==> config.mk <==
export PLATFORM = sky130hd
export DESIGN_NAME = alu_issue_stage
export DESIGN_NICKNAME = d
export VERILOG_FILES = /design/src/rtl/mips_pkg.sv /design/src/rtl/alu_ctrl_decode.sv /design/src/rtl/alu_issue_stage.sv
export SDC_FILE = /design/constraint.sdc
export NUM_CORES = 1
export LEC_CHECK = 0
export ABC_AREA = 1
export ABC_CLOCK_PERIOD_IN_PS = 2900
export BUFFER_PORTS_ARGS = -buffer_cell sky130_fd_sc_hd__clkbuf_2
export CAP_MARGIN = 20
export CORE_MARGIN = 5
export CORE_UTILIZATION = 53
export CTS_CLUSTER_SIZE = 20
export DETAILED_ROUTE_END_ITERATION = 8
export PLACE_DENSITY = 0.87
export SLEW_MARGIN = 5
export SYNTH_ARGS = -nofsm -noshare
export SYNTH_HDL_FRONTEND = slang
export SYNTH_SLANG_ARGS = --single-unit
==> constraint.sdc <==
create_clock -name clk -period 2.9 [get_ports clk]
set_clock_uncertainty 0.15 [all_clocks]
set_input_delay 0.29 -clock clk [delete_from_list [all_inputs] [get_ports clk]]
set_output_delay 0.29 -clock clk [all_outputs]
set_load 0.02 [all_outputs]
==> src/rtl/mips_pkg.sv <==
// Shared MIPS-subset encodings: ALU control codes, opcode/funct values and
// the decoded-control bundle passed from the decoder to the issue stage.
package mips_pkg;

    typedef enum logic [3:0] {
        ALU_AND = 4'b0000,
        ALU_OR  = 4'b0001,
        ALU_ADD = 4'b0010,
        ALU_SUB = 4'b0110,
        ALU_SLT = 4'b0111,
        ALU_NOR = 4'b1100,
        ALU_SLL = 4'b1111
    } alu_op_e;

    localparam logic [5:0] OP_RTYPE = 6'h00;
    localparam logic [5:0] OP_BEQ   = 6'h04;
    localparam logic [5:0] OP_ADDI  = 6'h08;
    localparam logic [5:0] OP_ADDIU = 6'h09;
    localparam logic [5:0] OP_SLTI  = 6'h0A;
    localparam logic [5:0] OP_ANDI  = 6'h0C;
    localparam logic [5:0] OP_ORI   = 6'h0D;
    localparam logic [5:0] OP_LW    = 6'h23;
    localparam logic [5:0] OP_SW    = 6'h2B;

    localparam logic [5:0] FN_SLL  = 6'h00;
    localparam logic [5:0] FN_ADD  = 6'h20;
    localparam logic [5:0] FN_ADDU = 6'h21;
    localparam logic [5:0] FN_SUB  = 6'h22;
    localparam logic [5:0] FN_SUBU = 6'h23;
    localparam logic [5:0] FN_AND  = 6'h24;
    localparam logic [5:0] FN_OR   = 6'h25;
    localparam logic [5:0] FN_NOR  = 6'h27;
    localparam logic [5:0] FN_SLT  = 6'h2A;

    typedef enum logic [1:0] {
        BSEL_RT,
        BSEL_SEXT,
        BSEL_ZEXT,
        BSEL_SHAMT
    } bsel_e;

    typedef struct packed {
        alu_op_e alu_op;
        logic    a_is_rt;
        bsel_e   b_sel;
        logic    dest_is_rt;
        logic    reg_write;
        logic    mem_read;
        logic    mem_write;
        logic    is_branch;
        logic    ovf_trap;
    } dec_t;

endpackage

==> src/rtl/alu_ctrl_decode.sv <==
// Combinational opcode/funct decoder: ALU control code, operand selects,
// EX/MEM control bits and an illegal-instruction flag.
module alu_ctrl_decode
    import mips_pkg::*;
(
    input  logic [5:0] opcode,
    input  logic [5:0] funct,
    output dec_t       dec,
    output logic       illegal
);

    always_comb begin
        dec     = '0;
        illegal = 1'b0;
        dec.alu_op     = ALU_ADD;
        dec.b_sel      = BSEL_RT;
        dec.dest_is_rt = 1'b1;
        dec.reg_write  = 1'b1;
        unique case (opcode)
            OP_RTYPE: begin
                dec.dest_is_rt = 1'b0;
                unique case (funct)
                    FN_ADD:  begin dec.alu_op = ALU_ADD; dec.ovf_trap = 1'b1; end
                    FN_ADDU: dec.alu_op = ALU_ADD;
                    FN_SUB:  begin dec.alu_op = ALU_SUB; dec.ovf_trap = 1'b1; end
                    FN_SUBU: dec.alu_op = ALU_SUB;
                    FN_AND:  dec.alu_op = ALU_AND;
                    FN_OR:   dec.alu_op = ALU_OR;
                    FN_NOR:  dec.alu_op = ALU_NOR;
                    FN_SLT:  dec.alu_op = ALU_SLT;
                    FN_SLL: begin
                        dec.alu_op  = ALU_SLL;
                        dec.a_is_rt = 1'b1;
                        dec.b_sel   = BSEL_SHAMT;
                    end
                    default: illegal = 1'b1;
                endcase
            end
            OP_ADDI: begin
                dec.b_sel    = BSEL_SEXT;
                dec.ovf_trap = 1'b1;
            end
            OP_ADDIU: dec.b_sel = BSEL_SEXT;
            OP_SLTI: begin
                dec.alu_op = ALU_SLT;
                dec.b_sel  = BSEL_SEXT;
            end
            OP_ANDI: begin
                dec.alu_op = ALU_AND;
                dec.b_sel  = BSEL_ZEXT;
            end
            OP_ORI: begin
                dec.alu_op = ALU_OR;
                dec.b_sel  = BSEL_ZEXT;
            end
            OP_LW: begin
                dec.b_sel    = BSEL_SEXT;
                dec.mem_read = 1'b1;
            end
            OP_SW: begin
                dec.b_sel     = BSEL_SEXT;
                dec.mem_write = 1'b1;
                dec.reg_write = 1'b0;
            end
            OP_BEQ: begin
                dec.alu_op    = ALU_SUB;
                dec.is_branch = 1'b1;
                dec.reg_write = 1'b0;
            end
            default: illegal = 1'b1;
        endcase
        if (illegal) begin
            dec = '0;
        end
    end

endmodule

==> src/rtl/alu_issue_stage.sv <==
// ID/EX issue stage: decode, operand forwarding and operand select feeding a
// single-entry valid/ready pipeline slot whose outputs drive the ALU directly.
module alu_issue_stage
    import mips_pkg::*;
#(
    parameter int XLEN     = 32,
    parameter int REG_BITS = 5
) (
    input  logic                clk,
    input  logic                rst,
    input  logic                in_valid,
    output logic                in_ready,
    input  logic [5:0]          opcode,
    input  logic [5:0]          funct,
    input  logic [4:0]          shamt,
    input  logic [15:0]         imm16,
    input  logic [REG_BITS-1:0] rs_idx,
    input  logic [REG_BITS-1:0] rt_idx,
    input  logic [REG_BITS-1:0] rd_idx,
    input  logic [XLEN-1:0]     rs_val,
    input  logic [XLEN-1:0]     rt_val,
    input  logic                exm_we,
    input  logic [REG_BITS-1:0] exm_idx,
    input  logic [XLEN-1:0]     exm_data,
    input  logic                mwb_we,
    input  logic [REG_BITS-1:0] mwb_idx,
    input  logic [XLEN-1:0]     mwb_data,
    input  logic                flush,
    input  logic                out_ready,
    output logic                out_valid,
    output logic [3:0]          alu_ctrl,
    output logic [XLEN-1:0]     alu_a,
    output logic [XLEN-1:0]     alu_b,
    output logic [XLEN-1:0]     store_data,
    output logic [REG_BITS-1:0] dest_idx,
    output logic                reg_write,
    output logic                mem_read,
    output logic                mem_write,
    output logic                is_branch,
    output logic                ovf_trap,
    output logic                illegal_op
);

    dec_t dec;
    logic dec_illegal;

    alu_ctrl_decode u_decode (
        .opcode  (opcode),
        .funct   (funct),
        .dec     (dec),
        .illegal (dec_illegal)
    );

    logic [XLEN-1:0]     fwd_rs, fwd_rt, op_a, op_b;
    logic [REG_BITS-1:0] dest_sel;
    logic                capture, load;

    always_comb begin
        if (exm_we && exm_idx == rs_idx && rs_idx != '0)      fwd_rs = exm_data;
        else if (mwb_we && mwb_idx == rs_idx && rs_idx != '0) fwd_rs = mwb_data;
        else                                                  fwd_rs = rs_val;
        if (exm_we && exm_idx == rt_idx && rt_idx != '0)      fwd_rt = exm_data;
        else if (mwb_we && mwb_idx == rt_idx && rt_idx != '0) fwd_rt = mwb_data;
        else                                                  fwd_rt = rt_val;
    end

    always_comb begin
        op_a = dec.a_is_rt ? fwd_rt : fwd_rs;
        unique case (dec.b_sel)
            BSEL_SEXT:  op_b = {{(XLEN-16){imm16[15]}}, imm16};
            BSEL_ZEXT:  op_b = {{(XLEN-16){1'b0}}, imm16};
            BSEL_SHAMT: op_b = {{(XLEN-5){1'b0}}, shamt};
            default:    op_b = fwd_rt;
        endcase
        dest_sel = dec.dest_is_rt ? rt_idx : rd_idx;
    end

    logic                out_valid_q, out_valid_d;
    logic [3:0]          alu_ctrl_q, alu_ctrl_d;
    logic [XLEN-1:0]     alu_a_q, alu_a_d;
    logic [XLEN-1:0]     alu_b_q, alu_b_d;
    logic [XLEN-1:0]     store_data_q, store_data_d;
    logic [REG_BITS-1:0] dest_idx_q, dest_idx_d;
    logic                reg_write_q, reg_write_d;
    logic                mem_read_q, mem_read_d;
    logic                mem_write_q, mem_write_d;
    logic                is_branch_q, is_branch_d;
    logic                ovf_trap_q, ovf_trap_d;
    logic                illegal_op_q, illegal_op_d;

    assign in_ready = !out_valid_q || out_ready;
    assign capture  = in_valid && in_ready;
    assign load     = capture && !flush && !dec_illegal;

    always_comb begin
        out_valid_d  = out_valid_q;
        alu_ctrl_d   = alu_ctrl_q;
        alu_a_d      = alu_a_q;
        alu_b_d      = alu_b_q;
        store_data_d = store_data_q;
        dest_idx_d   = dest_idx_q;
        reg_write_d  = reg_write_q;
        mem_read_d   = mem_read_q;
        mem_write_d  = mem_write_q;
        is_branch_d  = is_branch_q;
        ovf_trap_d   = ovf_trap_q;
        illegal_op_d = capture && !flush && dec_illegal;

        if (flush) begin
            out_valid_d = 1'b0;
        end else if (load) begin
            out_valid_d  = 1'b1;
            alu_ctrl_d   = dec.alu_op;
            alu_a_d      = op_a;
            alu_b_d      = op_b;
            store_data_d = fwd_rt;
            dest_idx_d   = dest_sel;
            reg_write_d  = dec.reg_write && (dest_sel != '0);
            mem_read_d   = dec.mem_read;
            mem_write_d  = dec.mem_write;
            is_branch_d  = dec.is_branch;
            ovf_trap_d   = dec.ovf_trap;
        end else if (capture || out_ready) begin
            out_valid_d = 1'b0;
        end

        // An empty slot must never present live control to EX/MEM.
        if (!out_valid_d) begin
            alu_ctrl_d  = '0;
            reg_write_d = 1'b0;
            mem_read_d  = 1'b0;
            mem_write_d = 1'b0;
            is_branch_d = 1'b0;
            ovf_trap_d  = 1'b0;
        end
    end

    always_ff @(posedge clk) begin
        if (rst) begin
            out_valid_q  <= 1'b0;
            alu_ctrl_q   <= '0;
            alu_a_q      <= '0;
            alu_b_q      <= '0;
            store_data_q <= '0;
            dest_idx_q   <= '0;
            reg_write_q  <= 1'b0;
            mem_read_q   <= 1'b0;
            mem_write_q  <= 1'b0;
            is_branch_q  <= 1'b0;
            ovf_trap_q   <= 1'b0;
            illegal_op_q <= 1'b0;
        end else begin
            out_valid_q  <= out_valid_d;
            alu_ctrl_q   <= alu_ctrl_d;
            alu_a_q      <= alu_a_d;
            alu_b_q      <= alu_b_d;
            store_data_q <= store_data_d;
            dest_idx_q   <= dest_idx_d;
            reg_write_q  <= reg_write_d;
            mem_read_q   <= mem_read_d;
            mem_write_q  <= mem_write_d;
            is_branch_q  <= is_branch_d;
            ovf_trap_q   <= ovf_trap_d;
            illegal_op_q <= illegal_op_d;
        end
    end

    assign out_valid  = out_valid_q;
    assign alu_ctrl   = alu_ctrl_q;
    assign alu_a      = alu_a_q;
    assign alu_b      = alu_b_q;
    assign store_data = store_data_q;
    assign dest_idx   = dest_idx_q;
    assign reg_write  = reg_write_q;
    assign mem_read   = mem_read_q;
    assign mem_write  = mem_write_q;
    assign is_branch  = is_branch_q;
    assign ovf_trap   = ovf_trap_q;
    assign illegal_op = illegal_op_q;

endmodule

==> flow_summary.ini <==
[drt]
drt-wirelength-per-cell_um = 16.6
drt_first_pass_iters = 7
vias = 9196
vias_per_cell = 5.53
drc = 0
drtIter0Drc = 1250
routed_wl_um = 27600
antenna_left = 0

[cells_and_area]
fin_cells = 1662
fin_util = 0.688
layout_commonest_cell = nand2_1
fin_nets = 1674
layout_common_cells = 313 x nand2_1, 304 x clkbuf_2, 263 x nand3_1
n_antenna_cell = 0
drive_above_1_share = 0.260
syn_to_final_growth_pct = 26.7

[logic_synthesis]
ys_seq_area_frac = 0.311
synthCells = 1215
avgSynthCellArea_um2 = 5.94
ys_warn_count = 0
synth_nets = 1408
synth-seq-cells = 112
yosysUniqueCellTypes = 30
syn_area_um2 = 7220

[global_route]
grt_max_degree = 82
grt_pass1_wl_um = 43400
grt_pass1_vias = 8758
grt.overflow.total = 0
grt_antenna_before_repair = 0
gr-usage-all-layers = 0.332

[timing]
layout_min_cycle_time_ns = 2.11
rsz0062_at_grt = false
setup_viol = 0
fmax_mhz = 474
max_slew.worst_pin.slew_ns = 0.914
hold_violations = 0
slew_violations = 0
period_share = 0.728
hold_ws_ns = 0.0435
relSlewSlack = 0.386
fin_setup_tns_ns = 0

[clock_network]
post_cts_buffers = 0
htree_num_levels = 3
cts_buffers = 9
clk_pin_slew_ns = 0.09
clock-sinks = 112
holdBufCountCts = 0
cts_root_buffer = clkbuf_16
cts_resized = 0
clk_path_buf_depth = 2
cts_tree = built
clk_latency_ns = 0.36

[worst_setup_path]
startpoint_type = input pin
crit_required_ns = 3.03
rrSetupSlack_ns = 0.96
worstPathArrival_ns = 2.24
r2r_start = out_valid
r2r_end = alu_b[26]
reg2regPathDepth = 10
cp_max_fo = 16
crit_path_end = alu_b[21]
critPathKind = input pin to flop
endpoint_kind = flop
crit_start = opcode[3]

[flow_run]
drv_cap = 0

[power]
p_total_mw = 3.54
irDropWorstVdd_v = 0.000311
p_leak_nw = 4.92
power.density_nw_per_um2 = 387

[floorplanning]
dieArea_um2 = 16100
die_width_um = 127
die_y_um = 127
ios = 306
rows = 42
core_um2 = 13300
initial_core_util = 0.543

[min_path]
min_from = flush
holdCritPathClass = input pin to flop

[place]
hpwl_um = 20500
numPortBuffers = 305
dp_cells = 1646
place_congestion = 0.950

[outcome]
outcome = completed
synth_stat cells:
master,n,area share
o211ai_1,20,0.021
buf_2,26,0.018
nand2_1,315,0.16
and2_1,1,0.00087
a21oi_1,79,0.055
o21ai_1,5,0.0035
nor2_1,125,0.065
buf_1,5,0.0026
clkbuf_1,34,0.018
o211a_1,1,0.0014
dfxtp_1,112,0.31
nor3_1,2,0.0014
nand3_2,8,0.011
o31ai_1,2,0.0021
xnor2_1,6,0.0073
inv_1,138,0.072
or2_1,2,0.0017
a22oi_1,1,0.0010
nand2_4,2,0.0031
buf_4,8,0.0083
nor2_4,1,0.0016
nand4_1,5,0.0043
nor4_4,1,0.0029
or2_2,12,0.010
xor2_1,1,0.0012
nand3_1,263,0.18
nor2_2,6,0.0052
o21ai_0,25,0.017
inv_2,6,0.0031
buf_6,3,0.0047
flip-flops by register name, summed over array words and instances, names as in the netlist:
| name | cells |
|---|---|
| mem_write | 1 |
| alu_ctrl | 4 |
| ovf_trap | 1 |
| is_branch | 1 |
| alu_b | 32 |
| out_valid | 1 |
| reg_write | 1 |
| alu_a | 32 |
| mem_read | 1 |
| dest_idx | 5 |
| illegal_op | 1 |
| store_data | 32 |
per-stage QoR:
step / worst slack [ns] / instance area [um^2]
2_1_floorplan: 1.11 / 7220
3_3_place_gp: 0.544 / 8850
3_5_place_dp: 0.462 / 8850
4_1_cts: 0.829 / 9150
5_1_grt: 0.689 / 9150
6_report: 0.790 / 9150
worst min-delay path by stage:
stage               slack (ns)              to  depth (start not counted)
detailed placement        0.31     alu_ctrl[1]                          2
CTS                       0.03       out_valid                          4
finish                    0.04       out_valid                          4
global placement          0.30  store_data[17]                          2
floorplan                 0.31       out_valid                          3
global route              0.07       out_valid                          4
where the power goes:
part	total (mW)	internal, mW	leakage, nW	switching (mW)
Combinational	0.684	0.250	3.87	0.435
Sequential	1.59	1.57	0.905	0.0204
Clock	1.27	0.614	0.145	0.652
Total	3.54	2.43	4.92	1.11
cells by family (layout without fill, tap and decap cells):
family	after synthesis	count (layout)	synth area share
AOI/OAI and AO/OA	133	133	0.101
xor gates and xnor gates	7	7	0.00849
buffers and inverters	220	491	0.126
DFF	112	112	0.311
and+or+nand+nor	743	743	0.454
layer usage:
layer / up-vias / global-route usage / part of all wire
met4: 0 / 0.149 / 0.038
met3: 98 / 0.0731 / 0.12
met2: 619 / 0.540 / 0.46
li1: 4435 / - / -
met1: 4044 / 0.421 / 0.39
met5: - / 0 / 0
final cells by class:
cell class / instances / area (um^2)
Multi-Input combinational cell: 883 / 4080
Fill cell: 1233 / 4150
Inverter: 144 / 543
Timing Repair Buffer: 331 / 1760
Clock buffer: 10 / 229
Tap cell: 176 / 220
Clock inverter: 6 / 70.1
Sequential cell: 112 / 2240
critical path, stage by stage:
cell      delay [ns]
clkbuf_2        0.11
inv_1           0.06
nor2_2          0.05
nand3_1         0.14
inv_1           0.11
nor4_4          0.83
buf_4           0.38
nand3_1         0.11
a21oi_1         0.16
No activity file was read; power rests on OpenSTA's default activity.
